--- config.mk ---
export PLATFORM = sky130hd
export DESIGN_NAME = ysyx_22041412_ifu
export DESIGN_NICKNAME = d
export VERILOG_FILES = /design/src/rtl/ysyx_22041412_ifu_pkg.sv /design/src/rtl/ysyx_22041412_ifu_buf.sv /design/src/rtl/ysyx_22041412_ifu.sv
export SDC_FILE = /design/constraint.sdc
export NUM_CORES = 1
export LEC_CHECK = 0
export BUFFER_PORTS_ARGS = -buffer_cell sky130_fd_sc_hd__buf_2
export CAP_MARGIN = 10
export CORE_MARGIN = 1.5
export CORE_UTILIZATION = 50
export CTS_CLUSTER_SIZE = 8
export DETAILED_ROUTE_END_ITERATION = 12
export GPL_TIMING_DRIVEN = 0
export PLACE_DENSITY = 0.81
export SYNTH_ARGS = -nofsm -noshare
export SYNTH_HDL_FRONTEND = slang
export SYNTH_SLANG_ARGS = --single-unit
--- constraint.sdc ---
create_clock -name clk -period 2.7 [get_ports clk]
set_input_delay 0.54 -clock clk [delete_from_list [all_inputs] [get_ports clk]]
set_output_delay 0.54 -clock clk [all_outputs]
set_load 0.02 [all_outputs]
--- src/rtl/ysyx_22041412_ifu_pkg.sv ---
// Shared definitions for the instruction fetch unit: reset PC, FSM encodings,
// and the PC alignment mask applied to redirect targets.
package ysyx_22041412_ifu_pkg;

    localparam logic [63:0] IFU_RESET_PC  = 64'h0000_0000_8000_0000;
    localparam int          IFU_INSTR_W   = 32;
    localparam logic [63:0] PC_ALIGN_MASK = ~64'd3;
    localparam logic [63:0] PC_STEP       = 64'd4;

    typedef enum logic [1:0] {
        S_REQ  = 2'd0,
        S_WAIT = 2'd1,
        S_HOLD = 2'd2
    } ifu_state_t;

endpackage

--- src/rtl/ysyx_22041412_ifu_buf.sv ---
// Single-entry fetch buffer holding one instruction and its PC for decode.
// Flush drops the entry but keeps the stale payload; reset clears everything.
module ysyx_22041412_if_buf #(
    parameter int INSTR_W = 32
) (
    input  logic               clk,
    input  logic               rst,
    input  logic               load,
    input  logic               pop,
    input  logic               flush,
    input  logic [INSTR_W-1:0] load_instr,
    input  logic [63:0]        load_pc,
    output logic               valid,
    output logic [INSTR_W-1:0] instr,
    output logic [63:0]        pc
);

    always_ff @(posedge clk) begin
        if (rst) begin
            valid <= 1'b0;
            instr <= '0;
            pc    <= '0;
        end else if (flush) begin
            valid <= 1'b0;
        end else if (load) begin
            valid <= 1'b1;
            instr <= load_instr;
            pc    <= load_pc;
        end else if (pop) begin
            valid <= 1'b0;
        end
    end

endmodule

--- src/rtl/ysyx_22041412_ifu.sv ---
// Instruction fetch unit: one outstanding memory request at a time, REQ -> WAIT -> HOLD,
// with redirects from execute overriding everything and squashing in-flight responses.
//
// Handshake: a transfer happens on a rising edge where valid and ready are both 1;
// imem_req_valid/addr and id_valid/instr/pc are held stable until that edge unless a
// redirect or reset intervenes.
module ysyx_22041412_ifu
    import ysyx_22041412_ifu_pkg::*;
#(
    parameter logic [63:0] RESET_PC = IFU_RESET_PC,
    parameter int          INSTR_W  = IFU_INSTR_W
) (
    input  logic               clk,
    input  logic               rst,
    output logic               imem_req_valid,
    input  logic               imem_req_ready,
    output logic [63:0]        imem_req_addr,
    input  logic               imem_resp_valid,
    input  logic [INSTR_W-1:0] imem_resp_data,
    input  logic               redirect_valid,
    input  logic [63:0]        redirect_pc,
    output logic               id_valid,
    input  logic               id_ready,
    output logic [INSTR_W-1:0] id_instr,
    output logic [63:0]        id_pc,
    output logic [1:0]         fsm_state
);

    ifu_state_t  state, state_next;
    logic        drop, drop_next;
    logic [63:0] pc, pc_next;
    logic        buf_load, buf_pop, buf_flush;

    always_ff @(posedge clk) begin
        if (rst) begin
            state <= S_REQ;
            drop  <= 1'b0;
            pc    <= RESET_PC;
        end else begin
            state <= state_next;
            drop  <= drop_next;
            pc    <= pc_next;
        end
    end

    // drop marks a request already accepted by memory whose response must be discarded.
    always_comb begin
        state_next = state;
        drop_next  = drop;
        pc_next    = pc;
        buf_load   = 1'b0;
        buf_pop    = 1'b0;
        buf_flush  = 1'b0;
        if (redirect_valid) begin
            pc_next   = redirect_pc & PC_ALIGN_MASK;
            buf_flush = 1'b1;
            drop_next = 1'b0;
            case (state)
                S_REQ: begin
                    if (imem_req_ready) begin
                        state_next = S_WAIT;
                        drop_next  = 1'b1;
                    end
                end
                S_WAIT: begin
                    if (imem_resp_valid) state_next = S_REQ;
                    else                 drop_next  = 1'b1;
                end
                default: state_next = S_REQ;
            endcase
        end else begin
            case (state)
                S_REQ: begin
                    if (imem_req_ready) state_next = S_WAIT;
                end
                S_WAIT: begin
                    if (imem_resp_valid) begin
                        if (drop) begin
                            drop_next  = 1'b0;
                            state_next = S_REQ;
                        end else begin
                            buf_load   = 1'b1;
                            pc_next    = pc + PC_STEP;
                            state_next = S_HOLD;
                        end
                    end
                end
                S_HOLD: begin
                    if (id_ready) begin
                        buf_pop    = 1'b1;
                        state_next = S_REQ;
                    end
                end
                default: state_next = S_REQ;
            endcase
        end
    end

    always_comb begin
        imem_req_valid = (state == S_REQ);
        fsm_state      = state;
    end

    assign imem_req_addr = pc;

    ysyx_22041412_if_buf #(
        .INSTR_W (INSTR_W)
    ) u_buf (
        .clk        (clk),
        .rst        (rst),
        .load       (buf_load),
        .pop        (buf_pop),
        .flush      (buf_flush),
        .load_instr (imem_resp_data),
        .load_pc    (pc),
        .valid      (id_valid),
        .instr      (id_instr),
        .pc         (id_pc)
    );

endmodule

==> qor.yml <==
yosys.area_share.simple_pct: 30.1
grt_first_pass_wirelength_um: 37600
clock_sinks: 160
grt_pass1_vias: 7266
num_vias: 7997
setup_viol: 0
clock.fmax_mhz: 380
critPathArrivalTime_ps: 2950
cp_slowest_cell: "dfxtp_1"
final_util_pct: 67.5
p_seq_share_pct: 45.5
final_hold_viol_count: 0
postSynthCellCount: 906
period_needed_ps: 2630
pwr-share-comb_pct: 10.7
status: "complete, no violations"
tightest_slew_ps: 840
p_total_mw: 5.67
dr.pass1.iters: 5
hold_path_class: "in2reg"
cp_slowest_stage_delay_ps: 530
power.density_mw_per_mm2: 597
r2r_start: "imem_req_addr[13]$_SDFFE_PP0P_"
p_sw_mw: 1.53
synth-compound-area-share_pct: 15.2
worstPathRequired_ps: 3010
routed_wirelength_um: 25200
die-area_mm2: 0.0153
skew_ps: 8.66
clkTransAtPathRegs_ps: 70
critical_path.n_buffers_inverters: 1
p_sw_share_pct: 26.9
drv_slew: 0
drive_above_1_share_pct: 26.9
synth-xor-area-share_pct: 4.21
gp_congestion: 0.928
insertion_delay_ps: 420
startpoint: "imem_req_addr[13]$_SDFFE_PP0P_"
area_growth_pct: 30.1
reg2regPathDepth: 6
yosysTopAreaCellShare_pct: 43.9
clockBufferDepth: 2
synth_adder_area_share_pct: 0.172
cp_max_fo: 7
synthTopCellsByCount: "nand2_1, dfxtp_1, a21oi_1"
worstSetupPathType: "reg2reg"
ys_top_cells_by_area: "dfxtp_1, nand2_1, a21oi_1"
crit_end: "imem_req_addr[51]$_SDFFE_PP0P_"
grt_max_degree: 17
yosysWarnings: 0
core_region_area_mm2: 0.0140
synth-seq-cells: 160
power.internal_mw: 4.14
antenna_found_initial: 0
reg2reg_slack_ps: 70
hold_buffers: 0
slew_headroom_pct: 43.5
fp.dieW_um: 124
path_depth: 6
yosysTopAreaCell: "dfxtp_1"
crit_path_start_kind: "flip-flop"
synth_top_family_by_area: "simple AND/OR/NAND/NOR gates"
tritoncts: "yes"
num_antenna_cells: 0
critPathCaptureType: "flip-flop"
synth_seq_area_share_pct: 43.9
fin_crit_sh_pct: 97.4
dieHeight_um: 124
ctsHtreeMaxLevel: 4
leakagePower_nw: 3.91
vias_per_cell: 5.77
syn_area_per_cell_um2: 8.04
synth_mux_area_share_pct: 0.824
route.detailed.drc: 0
synthFlopType: "dfxtp_1"
power.share.clock_pct: 43.8
dpl.hpwl_um: 18200
routedWlPerCell_um: 18.2
ios: 266
async_reset_ff_share_pct: 0
numCtsBuffers: 17
syn_area_mm2: 0.00729
antenna_left: 0
grt-ovfl-total: 0
worst_path_dominant_cell_family: "simple AND/OR/NAND/NOR gates"
worstPathCellList: "and4_4, and4_1, clkbuf_1, nand3_1, or3_1, a311oi_1"
initial_utilization_pct: 51.9
rsz0062_at_grt: "no"
portBuffers: 258
r2r-end: "imem_req_addr[51]$_SDFFE_PP0P_"
track_usage_pct: 32.1
yosysMostFrequentCell: "nand2_1"
cap_violations: 0
whs_path_depth: 3
cts_root_buffer: "clkbuf_16"
synth_edf_count: 0
n_fill_cell: 1279
std_cell_rows: 43
nets: 1295
drtIter0Drc: 585
ir_drop_mv: 0.618
synth.distinct_cells: 59
-- worst register-to-register path, delay by kind of cell, from the launching register on --
kind / cells / cell delay [ps]
AOI/OAI and AO/OA: 1 / 300
and+or+nand+nor: 4 / 1330
DFF: 1 / 530
buffers and inverters: 1 / 370
-- registers in the layout (all words and copies together), names as in the netlist --
signal	cells
u_buf.instr	32
imem_req_addr	62
drop	1
fsm_state	2
u_buf.pc	62
u_buf.valid	1
-- power groups by stage --
stage / Sequential, mW / Combinational [mW] / Clock (mW)
global route: 2.59 / 0.653 / 2.59
finish: 2.58 / 0.606 / 2.48
floorplan: 2.69 / 0.251 / 0
detailed placement: 2.62 / 0.596 / 0
CTS: 2.57 / 0.601 / 2.49
global placement: 2.62 / 0.589 / 0
-- stage by stage --
step           setup slack, ps  cells  setup TNS, ps  area, um2  hold slack [ps]
2_1_floorplan              237    909              0       7300              490
3_3_place_gp            -0.458   1347         -0.458       8820              438
3_5_place_dp            -0.914   1347         -0.914       8820              443
4_1_cts                   29.7   1379              0       9430              342
5_1_grt                   4.93   1385              0       9480              345
6_report                  69.2   1385              0       9480              349
-- cell families after synthesis --
group	Yosys count
and+or+nand+nor	437
AOI/OAI and AO/OA	182
DFF	160
buffers and inverters	84
xor gates and xnor gates	35
muxes	6
adders and majority gates	1
other	1
-- area by class of cell --
type                       instances  area (um2)  area share (%)
buffer                            74         359            3.79
clock buffer                      21         480            5.07
clock inverter                    11         126            1.33
inverter                          10        37.5           0.396
multi-input combinational        665        3710            39.2
sequential                       160        3210            33.8
tap                              180         225            2.37
timing repair buffer             264        1340            14.1
-- repair_timing --
action,in CTS,in global routing
setup endpoints to repair,3,13
buffers inserted,0,6
resized for setup,1,4
pin swaps,1,4
cloned,0,0
-- routing by layer --
layer | part of all wire, % | vias up | global-route usage, %
met5 | 0 | - | 0
met4 | 3.0 | 0 | 12.3
met3 | 11 | 72 | 9.16
met2 | 47 | 448 | 53.1
met1 | 39 | 3699 | 39.6
li1 | - | 3778 | -
-- worst min-delay path by stage --
stage	start	end	slack [ps]
CTS	imem_resp_data[26]	u_buf.instr[26]$_SDFFE_PP0P_	340
floorplan	drop$_SDFFE_PP0P_	drop$_SDFFE_PP0P_	490
detailed placement	u_buf.pc[35]$_SDFFE_PP0P_	u_buf.pc[35]$_SDFFE_PP0P_	440
global route	imem_resp_data[9]	u_buf.instr[9]$_SDFFE_PP0P_	350
global placement	u_buf.pc[62]$_SDFFE_PP0P_	u_buf.pc[62]$_SDFFE_PP0P_	440
finish	imem_resp_data[4]	u_buf.instr[4]$_SDFFE_PP0P_	350
-- cell usage in the layout, fill, tap and decap left out, types with 8 or more instances in the layout --
cell       netlist  layout
and4_1          14      14
a311oi_1        12      12
nor3_1          12      12
buf_4            5      11
clkbuf_1        49      49
nand4_1         38      38
xor2_1          18      18
buf_2            1     259
a21oi_1        106     106
xnor2_1         17      17
nand2_1        222     222
nand3_1         22      22
clkbuf_16        0      17
buf_1           14      14
nor2_1          54      54
inv_1           10      10
o31ai_1          8       8
a211oi_1        26      26
dfxtp_1        160     158
nor4_1          11      11
or4_1           11      10
(Power assumes the default switching activity.)
